--- src/rtl/captura_jogada_pkg.sv ---
// Shared definitions for captura_jogada: FSM state codes (also the db_estado
// display codes) and the one-hot key check.
package captura_jogada_pkg;

  typedef enum logic [3:0] {
    ESPERA   = 4'h0,
    FILTRA   = 4'h1,
    REGISTRA = 4'h2,
    SOLTA    = 4'h3
  } estado_t;

  function automatic logic one_hot4(input logic [3:0] v);
    return (v != 4'b0000) && ((v & (v - 4'd1)) == 4'b0000);
  endfunction

endpackage

--- src/rtl/sincronizador_2ff.sv ---
// Two-flop synchronizer for the four raw key lines; async active-high reset to 0.
module sincronizador_2ff (
  input  logic       clock,
  input  logic       reset,
  input  logic [3:0] d,
  output logic [3:0] q
);

  logic [3:0] sync_p0;

  always_ff @(posedge clock or posedge reset) begin
    if (reset) begin
      sync_p0 <= 4'b0000;
      q       <= 4'b0000;
    end else begin
      sync_p0 <= d;
      q       <= sync_p0;
    end
  end

endmodule

--- src/rtl/captura_jogada.sv ---
// Key capture: synchronize, debounce and validate a one-hot press, then latch it
// with a one-cycle strobe. Debounce filtering is enabled by CAPTURA_JOGADA_DEBOUNCE_EN.
module captura_jogada #(
  parameter int DEBOUNCE_CICLOS = 500000
) (
  input  logic       clock,
  input  logic       reset,
  input  logic       zera,
  input  logic [3:0] chaves,
  output logic [3:0] jogada,
  output logic       jogada_feita,
  output logic       jogada_invalida,
  output logic       db_tem_jogada,
  output logic [3:0] db_estado
);
  import captura_jogada_pkg::*;

  if (DEBOUNCE_CICLOS < 2) begin : g_param_check
    $error("DEBOUNCE_CICLOS must be at least 2");
  end

  logic [3:0] s_chaves;
  estado_t    estado;
  logic       entra_registra;
  logic [3:0] valor;

  sincronizador_2ff u_sync (
    .clock (clock),
    .reset (reset),
    .d     (chaves),
    .q     (s_chaves)
  );

`ifdef CAPTURA_JOGADA_DEBOUNCE_EN
  localparam int              CNT_W   = $clog2(DEBOUNCE_CICLOS);
  localparam logic [CNT_W-1:0] CNT_MAX = CNT_W'(DEBOUNCE_CICLOS - 1);

  logic [CNT_W-1:0] cnt;
  logic [3:0]       cand;

  always_comb begin
    entra_registra = (estado == FILTRA) && (s_chaves == cand) && (cnt == CNT_MAX);
    valor          = cand;
  end
`else
  always_comb begin
    entra_registra = (estado == ESPERA) && (s_chaves != 4'b0000);
    valor          = s_chaves;
  end
`endif

  always_ff @(posedge clock or posedge reset) begin
    if (reset) begin
      estado          <= ESPERA;
      jogada          <= 4'b0000;
      jogada_feita    <= 1'b0;
      jogada_invalida <= 1'b0;
`ifdef CAPTURA_JOGADA_DEBOUNCE_EN
      cnt             <= '0;
      cand            <= 4'b0000;
`endif
    end else begin
      jogada_feita    <= 1'b0;
      jogada_invalida <= 1'b0;

      case (estado)
`ifdef CAPTURA_JOGADA_DEBOUNCE_EN
        ESPERA: begin
          cnt <= '0;
          if (s_chaves != 4'b0000) begin
            cand   <= s_chaves;
            estado <= FILTRA;
          end
        end
        FILTRA: begin
          if (s_chaves == 4'b0000) begin
            cnt    <= '0;
            estado <= ESPERA;
          end else if (s_chaves != cand) begin
            cand <= s_chaves;
            cnt  <= '0;
          end else if (cnt == CNT_MAX) begin
            estado <= REGISTRA;
          end else begin
            cnt <= cnt + 1'b1;
          end
        end
        REGISTRA: begin
          cnt    <= '0;
          estado <= SOLTA;
        end
        // Only an unbroken run of released samples lets the FSM rearm.
        SOLTA: begin
          if (s_chaves != 4'b0000) begin
            cnt <= '0;
          end else if (cnt == CNT_MAX) begin
            estado <= ESPERA;
          end else begin
            cnt <= cnt + 1'b1;
          end
        end
`else
        ESPERA: begin
          if (entra_registra) estado <= REGISTRA;
        end
        REGISTRA: estado <= SOLTA;
        SOLTA: begin
          if (s_chaves == 4'b0000) estado <= ESPERA;
        end
`endif
        default: estado <= ESPERA;
      endcase

      // Strobes are registered on the edge that enters REGISTRA.
      if (entra_registra) begin
        if (!one_hot4(valor)) begin
          jogada_invalida <= 1'b1;
        end else if (!zera) begin
          jogada       <= valor;
          jogada_feita <= 1'b1;
        end
      end

      if (zera) jogada <= 4'b0000;
    end
  end

  assign db_estado     = estado;
  assign db_tem_jogada = (estado != ESPERA);

endmodule
--- config.mk ---
export PLATFORM = sky130hd
export DESIGN_NAME = captura_jogada
export DESIGN_NICKNAME = d
export VERILOG_FILES = /design/src/rtl/captura_jogada_pkg.sv /design/src/rtl/sincronizador_2ff.sv /design/src/rtl/captura_jogada.sv
export SDC_FILE = /design/constraint.sdc
export NUM_CORES = 1
export LEC_CHECK = 0
export BUFFER_PORTS_ARGS = -buffer_cell sky130_fd_sc_hd__buf_4
export CORE_UTILIZATION = 53
export DETAILED_ROUTE_END_ITERATION = 10
export HOLD_SLACK_MARGIN = 0.05
export PLACE_DENSITY = 0.79
export SYNTH_ARGS = -nofsm -noshare
export SYNTH_HDL_FRONTEND = slang
export SYNTH_SLANG_ARGS = --single-unit
--- constraint.sdc ---
create_clock -name clock -period 3.7 [get_ports clock]
set_clock_uncertainty 0.15 [all_clocks]
set_input_delay 0.185 -clock clock [delete_from_list [all_inputs] [get_ports clock]]
set_output_delay 0.185 -clock clock [all_outputs]
set_load 0.02 [all_outputs]
## Word level (Yosys, flattened, before mapping)

Cells that the tools add are included.

| operators by class | value |
|---|---|
| bitwise gates (word level) | 1 |
| mux-type cells | 11 |
| equality and inequality tests | 4 |
| add/subtract/negate cells | 1 |
| reduce and logical (&&, ||, !) cells | 11 |

Operators by type and width:

| kind | count |
|---|---|
| two-way mux 4 bit | 5 |
| logical NOT 4 bit | 3 |
| one-hot mux 4 bit (3 select lines) | 1 |
| equality test 4 x 2 -> 1 bit, second input constant | 2 |
| nonzero test 4 bit | 2 |
| two-way mux 1 bit | 5 |
| AND 4 bit | 1 |
| inequality test 2 bit, second input constant | 2 |
| AND reduction 2 bit | 2 |
| nonzero test 2 bit | 2 |
| subtractor 4 x 1 -> 4 bit, second input constant | 1 |
| logical AND 1 bit | 2 |

| storage, ports and cells | value |
|---|---|
| output and inout bits | 11 |
| word-level logic and storage cells | 34 |
| bits of input ports | 7 |
| register bits after elaboration | 18 |

## Depth between registers and ports, before layout

Gate-level depths: netlist of the first run.

| depth | value |
|---|---|
| depth in word-level cells | 7 |
| gate-level depth with buffers | 4 |

## Hierarchy

A second synthesis of the first run with hierarchy kept.

| unflattened totals | value |
|---|---|
| cell total of the unflattened synthesis | 64 |
| area total of the unflattened synthesis | 726.9 µm² |

Modules (own cells, without submodules):

| module | sequential area each (µm²) | area an instance (µm²) | cells each | times used |
|---|---|---|---|---|
| captura_jogada | 200.2 | 523.0 | 55 | 1 |
| sincronizador_2ff | 200.2 | 203.9 | 9 | 1 |

## Worst setup path before layout of the first run

OpenSTA, ideal clock, no wires.

| timing | value |
|---|---|
| path kind | register to register |
| from | register estado[1], in the netlist db_estado[1] |
| to | register jogada[1] |
| slack | 2189 ps |
| arrival | 1225 ps |
| required time | 3414 ps |
| stages on the path, launching flop included | 5 |
| clock period less this slack | 1511 ps |
| library setup time | 136 ps |
| path buffers | 0 |
| cells stage by stage | dfrtp_1 nor2_1 inv_1 a2111oi_0 nor4_1 |

| on the way | value |
|---|---|
| longest elaborated chain between the ends | 4 |

RTL lines:

| item | line | source |
|---|---|---|
| from (decl) | captura_jogada.sv:23 | `estado_t estado;` |
| from (signal assigned) | captura_jogada.sv:54 | `estado <= ESPERA;` |
| from (signal assigned) | captura_jogada.sv:104 | `if (entra_registra) estado <= REGISTRA;` |
| from (signal assigned) | captura_jogada.sv:106 | `REGISTRA: estado <= SOLTA;` |
| logical NOT 4 bit | captura_jogada.sv:47 | `entra_registra = (estado == ESPERA) && (s_chaves != 4'b0000);` |
| logical AND 1 bit | captura_jogada.sv:47 |  |
| nonzero test 2 bit (no line) | n/a |  |
| AND reduction 2 bit (no line) | n/a |  |
| to (signal assigned) | captura_jogada.sv:119 | `jogada <= valor;` |
| to (decl) | captura_jogada.sv:10 | `output logic [3:0] jogada,` |

Every way passes these cells.
A chain may end at the register's enable or synchronous reset.

## Worst setup path after layout of the first run

| timing | value |
|---|---|
| from | register estado[1], in the netlist db_estado[1] |
| to | output port db_tem_jogada |

| on the way | value |
|---|---|
| longest elaborated chain between the ends | 1 |

RTL lines:

| item | line | source |
|---|---|---|
| nonzero test 4 bit | captura_jogada.sv:129 | `assign db_tem_jogada = (estado != ESPERA);` |
| to (decl) | captura_jogada.sv:13 | `output logic db_tem_jogada,` |

Every way passes these cells.

==> flow_metrics.py, run 1 <==
metrics = {
    "run_status": {
        "status": "finished, final reports clean",
    },
    "logic_synthesis": {
        "netlist_instances": 64,
        "ys_warn_count": 0,
        "synth_edf_count": 0,
        "syn_area_um2": 715.7,
        "ys_ff_latch": 16,
        "ys.flop_type": "dfrtp_1",
        "avgSynthCellArea_um2": 11.18,
        "synthArstFlopShare_pct": 100.0,
        "ys_types": 28,
        "synth_seq_area_share_pct": 55.94,
    },
    "die": {
        "dieArea_um2": 1501,
        "start_util_pct": 60.34,
        "chipWidth_um": 38.75,
        "die_y_um": 38.75,
        "placementRows": 12,
        "boundaryPins": 18,
        "core_area_um2": 1186,
    },
    "drt": {
        "wl_per_cell_um": 12.41,
        "via_per_inst": 5.235,
        "drt-initial-drc-count": 5,
        "drcViolationCount": 0,
        "postRouteAntennaNets": 0,
        "dr.pass1.iters": 4,
        "vias": 513,
        "drt-total-wl_mm": 1.216,
    },
    "timing": {
        "tightestPinTransition_ns": 0.5659,
        "layout_min_cycle_time_ns": 1.576,
        "maxSlewHeadroom_pct": 62.23,
        "holdWs_ns": 0.2090,
        "drv_slew": 0,
        "fin_ws_ns": 2.124,
        "final_hold_viol_count": 0,
        "setup_tns_ns": 0,
        "fmax_ghz": 0.6344,
        "timing.final.crit_share_pct": 42.60,
        "setup_viol": 0,
        "grt_setup_unrepaired": "no",
    },
    "placement": {
        "place.gp.congestion": 0.6922,
        "hpwl_um": 868.6,
        "portBuffers": 15,
        "pre_cts_ws_ns": 2.167,
    },
    "clocking": {
        "cts-buffers-inserted": 3,
        "clkTransAtPathRegs_ns": 0.09,
        "post_cts_buffers": 0,
        "clk_path_buf_depth": 2,
        "cts_tree": "built",
        "clk-insertion-delay-late_ns": 0.28,
        "cts_max_level": 1,
        "clockRootBuffer": "clkbuf_4",
        "cts_sinks": 16,
    },
    "critical_path": {
        "max_stage_delay_ns": 0.43,
        "cp_max_fo": 7,
        "cp.required_ns": 3.37,
        "end_kind": "output pin",
        "slowest_stage": "dfrtp_1",
        "arrival_ns": 1.24,
        "critPathKind": "flop to output pin",
        "worstSetupStartpointType": "flop",
        "cp_cell_sequence": "nor2_1 -> inv_1 -> buf_4",
        "crit_family": "flip-flops",
        "worst-path-buf-inv": 2,
    },
    "global_route": {
        "antenna_found_initial": 0,
        "grtUsageMet1_pct": 25.00,
        "use_met3_pct": 5.202,
        "grt_max_degree": 17,
        "grt_pass1_vias": 493,
        "track_usage_pct": 21.01,
        "gr-total-overflow": 0,
        "grt_pass1_wl_mm": 2.035,
        "use_met2_pct": 35.00,
        "grt_busiest_layer": "met2",
    },
    "final_layout": {
        "diodes": 0,
        "fill_cells": 70,
        "regArea_um2": 400.4,
        "final_nets": 92,
        "area_growth_pct": 25.52,
        "finish.utilization_pct": 75.74,
        "multi_input_area_um2": 256.5,
        "drive_above_1_share_pct": 27.38,
    },
    "power": {
        "ir_drop_v": 0.0002987,
        "p_leak_nw": 0.4145,
        "combPwrFrac_pct": 17.7,
        "clkPwrFrac_pct": 29.2,
        "p_sw_uw": 104.8,
        "p_per_area_nw_per_um2": 427.4,
        "swShare_pct": 27.30,
        "p_seq_share_pct": 53.1,
        "intPower_uw": 279.1,
    },
    "job": {
        "timing.max_cap.violations": 0,
    },
    "hold_path": {
        "hold_class": "flop to flop",
    },
}
[per-layer routing]
layer | share of wire (%) | wire [µm] | up-vias
met5 | 0 | 0 | -
met4 | 0.90 | 11 | 0
met3 | 3.7 | 45 | 2
met2 | 51 | 621 | 16
met1 | 44 | 538 | 236
li1 | - | - | 259
[power by group through the flow]
stage,logic (mW),registers [mW],clock network [mW]
4_1_cts,0.0685,0.204,0.115
6_report,0.0678,0.204,0.112
3_5_place_dp,0.0633,0.207,0
5_1_grt,0.0740,0.206,0.125
3_3_place_gp,0.0620,0.206,0
2_1_floorplan,0.0376,0.210,0
[path summary, 6_finish.rpt]
| check | from | to | depth (start not counted) | slack, ns |
|---|---|---|---|---|
| max | db_estado[1]$_DFFE_PP0P_ | db_tem_jogada | 3 | 2.12 |
| min | u_sync.sync_p0[3]$_DFF_PP0_ | u_sync.q[3]$_DFF_PP0_ | 0 | 0.21 |
| max reg2reg | u_sync.q[3]$_DFF_PP0_ | jogada[1]$_DFFE_PP0P_ | 3 | 2.15 |
| min reg2reg | u_sync.sync_p0[3]$_DFF_PP0_ | u_sync.q[3]$_DFF_PP0_ | 0 | 0.21 |
| max in group asynchronous | reset | jogada[0]$_DFFE_PP0P_ | 3 | 2.67 |
| min in group asynchronous | reset | db_estado[1]$_DFFE_PP0P_ | 3 | 0.36 |
[cell families (layout without fill, tap and decap cells)]
| kind of cell | count (synthesis) | count (layout) | share of synthesized area [%] |
|---|---|---|---|
| and+or+nand+nor | 16 | 16 | 11.01 |
| buffers and inverters | 10 | 29 | 8.740 |
| adders and majority gates | 1 | 1 | 1.399 |
| xor gates and xnor gates | 3 | 3 | 3.672 |
| other | 1 | 2 | 0.5240 |
| AOI/OAI and AO/OA | 15 | 15 | 15.56 |
| muxes | 2 | 2 | 3.147 |
| DFF | 16 | 16 | 55.94 |
[per-stage QoR]
stage          std cells  cell area [µm²]  power (mW)
5_1_grt               98            898.4      0.4053
3_3_place_gp          88            802.0      0.2684
2_1_floorplan         65            719.4      0.2479
6_report              98            898.4      0.3839
4_1_cts               98            898.4      0.3875
3_5_place_dp          88            802.0      0.2707
[state kept, by name (all words and copies together), names as in the netlist]
signal	cells
jogada	4
jogada_invalida	1
u_sync.q	4
db_estado	2
u_sync.sync_p0	4
jogada_feita	1
[worst register-to-register path, delay by kind of cell, from the launching register on]
family / cells / cell delay, ns
AND/OR/NAND/NOR: 1 / 0.10
XOR/XNOR: 1 / 0.18
flip-flops: 1 / 0.58
AO/OA/AOI/OAI: 1 / 0.42
[cells in the mapped netlist (2+ instances only)]
master / count / area (µm²)
dfrtp_1: 16 / 400.4
nor2_1: 8 / 30.03
inv_1: 4 / 15.01
a31oi_1: 3 / 18.77
a211oi_1: 2 / 15.01
buf_2: 2 / 10.01
buf_4: 2 / 15.01
buf_6: 2 / 22.52
mux2_2: 2 / 22.52
nor3_1: 2 / 10.01
nor4_1: 2 / 12.51
o21a_1: 2 / 15.01
xor2_1: 2 / 17.52
[cell usage in the layout (no fill, tap or decap), types with 2 or more instances in the layout]
master,n
nor3_1,2
nor4_1,2
nor2_1,8
a211oi_1,2
o21a_1,2
xor2_1,2
conb_1,2
buf_4,15
inv_1,4
clkbuf_4,3
mux2_2,2
dfrtp_1,16
dlygate4sd3_1,6
a31oi_1,3
[cell type report]
| cell class | count | share of cell area (%) |
|---|---|---|
| Clock buffer | 4 | 4.039 |
| Inverter | 4 | 1.671 |
| Multi-Input combinational cell | 39 | 28.55 |
| Sequential cell | 16 | 44.57 |
| Tap cell | 14 | 1.950 |
| Timing Repair Buffer | 21 | 19.22 |
[repair_timing]
action / CTS / global route
hold buffers: 6 / 0
gates resized for setup: 0 / 0
endpoints found under the hold margin: 25 / 0
Note: power is estimated with default switching activity, not from simulation.
==> run 2, diff against run 1 <==
--- a/config.mk
+++ b/config.mk
@@ -6,10 +6,10 @@
 export NUM_CORES = 1
 export LEC_CHECK = 0
 export BUFFER_PORTS_ARGS = -buffer_cell sky130_fd_sc_hd__buf_4
-export CORE_UTILIZATION = 53
+export CORE_UTILIZATION = 49
 export DETAILED_ROUTE_END_ITERATION = 10
 export HOLD_SLACK_MARGIN = 0.05
-export PLACE_DENSITY = 0.79
+export PLACE_DENSITY = 0.73
 export SYNTH_ARGS = -nofsm -noshare
 export SYNTH_HDL_FRONTEND = slang
 export SYNTH_SLANG_ARGS = --single-unit
==> constraint.sdc (replaced) <==
create_clock -name clock -period 1.6 [get_ports clock]
set_clock_uncertainty 0.15 [all_clocks]
set_input_delay 0.08 -clock clock [delete_from_list [all_inputs] [get_ports clock]]
set_output_delay 0.08 -clock clock [all_outputs]
set_load 0.02 [all_outputs]
==> run 2 against run 1 <==
First-iteration DRC count stayed put. Global-route usage is 0.71 points lower. Routed wire length is 6.7% higher. Critical endpoint is now jogada[1]$_DFFE_PP0P_. Largest power group unchanged. Highest routed layer unchanged.
==> flow_metrics.py, run 2 (same netlist as run 1, synthesis figures left out) <==
metrics = {
    "drt": {
        "postRouteAntennaNets": 0,
        "drcViolationCount": 0,
        "dr.pass1.iters": 4,
        "drt-total-wl_mm": 1.298,
        "wl_per_cell_um": 12.98,
        "vias": 543,
        "via_per_inst": 5.430,
        "drt-initial-drc-count": 5,
    },
    "power": {
        "p_leak_nw": 0.4168,
        "p_per_area_nw_per_um2": 921.6,
        "ir_drop_v": 0.0006571,
        "total_power_uw": 843.0,
    },
    "clocking": {
        "clk-insertion-delay-late_ns": 0.28,
        "cts_sinks": 16,
        "cts_tree": "built",
        "clkTransAtPathRegs_ns": 0.09,
        "cts_max_level": 1,
        "clk_path_buf_depth": 2,
        "cts-buffers-inserted": 3,
        "clockRootBuffer": "clkbuf_4",
    },
    "timing": {
        "setup_viol": 0,
        "drv_slew": 0,
        "fmax_ghz": 0.6617,
        "fin_ws_ns": 0.08869,
        "tightestPinTransition_ns": 0.6070,
        "maxSlewHeadroom_pct": 59.49,
        "final_hold_viol_count": 0,
        "timing.final.crit_share_pct": 94.46,
        "layout_min_cycle_time_ns": 1.511,
    },
    "critical_path": {
        "arrival_ns": 1.52,
        "cp_max_fo": 11,
        "cp.required_ns": 1.61,
        "slowest_stage": "dfrtp_2",
        "cp_cell_sequence": "xnor2_1 -> a2111oi_2 -> nor4_2",
        "end_kind": "flop",
        "r2r_setup_slack_ns": 0.09,
        "worstSetupStartpointType": "flop",
        "max_stage_delay_ns": 0.50,
        "critPathKind": "flop to flop",
    },
    "placement": {
        "postPlaceCellArea_um2": 818.3,
        "place.gp.congestion": 0.7321,
        "portBuffers": 15,
        "hpwl_um": 848,
        "pre_cts_ws_ns": 0.06417,
    },
    "run_status": {
        "status": "finished, final reports clean",
    },
    "die": {
        "start_util_pct": 53.66,
        "placementRows": 13,
        "dieArea_um2": 1617,
        "chipWidth_um": 40.22,
        "core_area_um2": 1334,
        "die_y_um": 40.22,
        "boundaryPins": 18,
    },
    "global_route": {
        "track_usage_pct": 20.31,
        "grt_max_degree": 17,
        "gr-total-overflow": 0,
        "grt_pass1_wl_mm": 2.035,
        "grt_pass1_vias": 486,
        "antenna_found_initial": 0,
    },
    "final_layout": {
        "top_regs": "jogada x4, u_sync.q x4, u_sync.sync_p0 x4",
        "area_growth_pct": 27.80,
        "final_cell_mix": "17 x buf_4, 15 x dfrtp_1, 8 x nor2_1",
        "design_area_um2": 914.6,
        "drive_above_1_share_pct": 31.76,
        "final_nets": 94,
        "layout_commonest_cell": "buf_4",
        "diodes": 0,
    },
    "job": {
        "timing.max_cap.violations": 0,
    },
    "hold_path": {
        "hold_class": "flop to flop",
    },
}
-- run 2: final cells by class --
| class | count | area [µm²] |
|---|---|---|
| fill | 101 | 419.2 |
| sequential | 16 | 401.6 |
| tap | 15 | 18.77 |
| timing repair buffer | 23 | 187.7 |
| clock buffer | 3 | 22.52 |
| multi-input combinational | 39 | 269.0 |
| inverter | 4 | 15.01 |
-- run 2: routing by layer --
layer / wire (µm) / track usage (%)
met2: 661 / 33.87
met3: 52 / 5.000
met1: 568 / 23.21
met4: 17 / 12.50
met5: 0 / 0
-- run 2: worst paths after layout --
check,from,endpoint,cells after the start
setup / recovery,u_sync.q[3]$_DFF_PP0_,jogada[1]$_DFFE_PP0P_,3
hold / removal,u_sync.sync_p0[1]$_DFF_PP0_,u_sync.q[1]$_DFF_PP0_,0
setup reg to reg,u_sync.q[3]$_DFF_PP0_,jogada[1]$_DFFE_PP0P_,3
hold reg to reg,u_sync.sync_p0[1]$_DFF_PP0_,u_sync.q[1]$_DFF_PP0_,0
max in group asynchronous,reset,u_sync.q[3]$_DFF_PP0_,3
min in group asynchronous,reset,u_sync.sync_p0[1]$_DFF_PP0_,3
-- run 2: repair_timing --
action                     in CTS  in global routing
gates resized for setup         0                  4
hold buffers                    6                  0
hold endpoints to repair       25                  0
buffers inserted                0                  0
setup endpoints to repair       0                  2
-- run 2: where the power goes --
group	total [mW]	internal, mW	switching (mW)
sequential	0.471	0.433	0.0382
combinational	0.167	0.0784	0.0885
clock	0.205	0.0873	0.118
total	0.843	0.598	0.245
-- run 2: through the flow --
| step | TNS, ns | hold WS [ns] | utilization [%] | std cells |
|---|---|---|---|---|
| after floorplan | 0 | -0.1563 | - | 65 |
| after global placement | 0 | 0.03373 | 61.35 | 91 |
| after detailed placement | 0 | 0.04054 | 61.35 | 91 |
| after CTS | 0 | 0.2062 | 67.54 | 100 |
| after global routing | -0.0004888 | 0.2165 | 68.57 | 100 |
| final | 0 | 0.2033 | 68.57 | 100 |
-- run 2: worst max-delay path, delay by kind of cell, from the launching register on --
kind            cells  cell delay (ns)
compound gates      1             0.44
flops               1             0.50
xor+xnor            1             0.22
simple gates        1             0.09
==> run 3, diff against run 2 <==
--- a/config.mk
+++ b/config.mk
@@ -6,7 +6,9 @@
 export NUM_CORES = 1
 export LEC_CHECK = 0
 export BUFFER_PORTS_ARGS = -buffer_cell sky130_fd_sc_hd__buf_4
-export CORE_UTILIZATION = 49
+export CELL_PAD_IN_SITES_DETAIL_PLACEMENT = 2
+export CELL_PAD_IN_SITES_GLOBAL_PLACEMENT = 2
+export CORE_UTILIZATION = 31
 export DETAILED_ROUTE_END_ITERATION = 10
 export HOLD_SLACK_MARGIN = 0.05
 export PLACE_DENSITY = 0.73
==> run 3 against run 2 <==
Non-clock buffer count is 4 higher. Final cell count is 17% higher. Die area is 55% higher. Critical path depth stayed put. Fmax is 0.19% lower. Critical path type unchanged.
==> flow_metrics.py, run 3 (same netlist as run 1, synthesis figures left out) <==
metrics = {
    "placement": {
        "pre_cts_ws_ns": 0.04733,
        "place.gp.congestion": 0.7960,
        "hpwl_mm": 1.236,
        "portBuffers": 15,
        "place_inst": 108,
    },
    "critical_path": {
        "endpoint": "jogada[1]$_DFFE_PP0P_",
        "arrival_ns": 1.52,
        "cp_max_fo": 7,
        "worstSetupStartpointType": "flop",
        "r2r-end": "jogada[1]$_DFFE_PP0P_",
        "r2r_start": "u_sync.q[3]$_DFF_PP0_",
        "critPathKind": "flop to flop",
        "cp_num_cells": 3,
        "cp.required_ns": 1.61,
        "crit_family": "flip-flops",
        "worst-path-buf-inv": 0,
        "cp_cell_sequence": "xnor2_1 -> a2111oi_1 -> nor4_2",
        "max_stage_delay_ns": 0.48,
        "slowest_stage": "dfrtp_2",
        "end_kind": "flop",
        "r2r_setup_slack_ns": 0.09,
        "cp-startpoint": "u_sync.q[3]$_DFF_PP0_",
        "r2r_cells": 3,
    },
    "power": {
        "clkPwrFrac_pct": 23.8,
        "ir_drop_v": 0.0004469,
        "intPower_uw": 623.1,
        "p_leak_nw": 0.4321,
        "p_per_area_nw_per_um2": 923.9,
        "combPwrFrac_pct": 24.4,
        "p_seq_share_pct": 51.8,
        "p_sw_uw": 262.3,
        "swShare_pct": 29.62,
    },
    "timing": {
        "layout_min_cycle_time_ns": 1.514,
        "maxSlewHeadroom_pct": 60.19,
        "grt_setup_unrepaired": "no",
        "holdWs_ns": 0.2060,
        "setup_viol": 0,
        "final_hold_viol_count": 0,
        "fin_ws_ns": 0.08583,
        "tightestPinTransition_ns": 0.5965,
        "fmax_ghz": 0.6604,
        "setup_tns_ns": 0,
        "timing.final.crit_share_pct": 94.64,
        "drv_slew": 0,
    },
    "final_layout": {
        "finish.utilization_pct": 43.75,
        "final_cell_mix": "21 x buf_4, 13 x dfrtp_1, 8 x nor2_1",
        "diodes": 0,
        "fill_cells": 244,
        "final_nets": 98,
        "drive_above_1_share_pct": 35.96,
        "area_growth_pct": 33.92,
        "top_regs": "jogada x4, u_sync.q x4, u_sync.sync_p0 x4",
        "final_cells": 117,
        "layout_commonest_cell": "buf_4",
    },
    "clocking": {
        "cts_sinks": 16,
        "clkTransAtPathRegs_ns": 0.09,
        "clockRootBuffer": "clkbuf_4",
        "clk_path_buf_depth": 2,
        "clk-insertion-delay-late_ns": 0.28,
        "cts_max_level": 1,
        "cts-buffers-inserted": 3,
        "cts_tree": "built",
    },
    "die": {
        "chipWidth_um": 50.05,
        "dieArea_um2": 2505,
        "placementRows": 17,
        "die_y_um": 50.05,
        "start_util_pct": 32.67,
        "core_area_um2": 2191,
        "boundaryPins": 18,
    },
    "run_status": {
        "status": "finished, final reports clean",
    },
    "global_route": {
        "grt_max_degree": 17,
        "track_usage_pct": 15.79,
        "grt_pass1_vias": 598,
        "antenna_found_initial": 0,
        "grt_pass1_wl_mm": 2.829,
        "gr-total-overflow": 0,
    },
    "drt": {
        "vias": 564,
        "dr.pass1.iters": 2,
        "drcViolationCount": 0,
        "postRouteAntennaNets": 0,
        "drt-total-wl_mm": 1.697,
        "via_per_inst": 4.821,
        "wl_per_cell_um": 14.50,
        "drt-initial-drc-count": 1,
    },
    "job": {
        "timing.max_cap.violations": 0,
    },
    "hold_path": {
        "hold_class": "flop to flop",
    },
}
## run 3: changes by cell type in the layout (fill, tap and decap cells not counted)
cell / before / now
a2111oi_1: 0 / 1
dfrtp_1: 15 / 13
dfrtp_2: 1 / 3
buf_4: 17 / 21
a2111oi_2: 1 / 0
## run 3: layout make-up
type                    count  area, µm²  area share [%]
repair buffers             27      217.7           22.72
well taps                  28      35.03           3.655
inverters                   4      15.01           1.567
clock buffers               3      22.52           2.350
flip-flops and latches     16      404.1           42.17
multi-input cells          39      264.0           27.55
## run 3: power groups by stage
stage	Sequential (mW)	Clock, mW	Combinational (mW)
6_report	0.458	0.211	0.216
5_1_grt	0.464	0.233	0.234
4_1_cts	0.458	0.224	0.213
3_5_place_dp	0.467	0	0.201
3_3_place_gp	0.464	0	0.195
2_1_floorplan	0.486	0	0.0870
## run 3: worst min path at each step
| stage | startpoint | end | slack (ns) | depth (start not counted) |
|---|---|---|---|---|
| after floorplan | reset | db_estado[0]$_DFFE_PP0P_ | -0.16 | 1 |
| after global placement | chaves[2] | u_sync.sync_p0[2]$_DFF_PP0_ | 0.04 | 1 |
| after detailed placement | chaves[3] | u_sync.sync_p0[3]$_DFF_PP0_ | 0.04 | 1 |
| after CTS | u_sync.sync_p0[2]$_DFF_PP0_ | u_sync.q[2]$_DFF_PP0_ | 0.21 | 0 |
| after global routing | u_sync.sync_p0[2]$_DFF_PP0_ | u_sync.q[2]$_DFF_PP0_ | 0.21 | 0 |
| final | u_sync.sync_p0[2]$_DFF_PP0_ | u_sync.q[2]$_DFF_PP0_ | 0.21 | 0 |
## run 3: timing repair
| action | CTS | global route |
|---|---|---|
| endpoints found under the hold margin | 25 | 0 |
| gates resized for setup | 0 | 5 |
| setup endpoints to repair | 0 | 2 |
| buffers inserted | 0 | 0 |
| hold buffers | 6 | 0 |
## run 3: stage by stage
stage / area, µm² / total power [mW]
after floorplan: 719.4 / 0.5733
after global placement: 864.6 / 0.6596
after detailed placement: 864.6 / 0.6676
after CTS: 947.2 / 0.8954
after global routing: 958.4 / 0.9304
final: 958.4 / 0.8854
## run 3: worst reg2reg max path, delay by kind of cell (launching register included)
family | cells | cell delay (ns)
AOI/OAI and AO/OA | 1 | 0.48
and+or+nand+nor | 1 | 0.09
xor gates and xnor gates | 1 | 0.19
DFF | 1 | 0.48
## run 3: layer usage
| layer | GRT usage [%] | wire length (µm) | vias to the layer above |
|---|---|---|---|
| met4 | 5.714 | 16 | 0 |
| met3 | 3.704 | 48 | 2 |
| met1 | 18.88 | 732 | 278 |
| met2 | 27.11 | 899 | 12 |
| li1 | - | - | 272 |
| met5 | 0 | 0 | - |
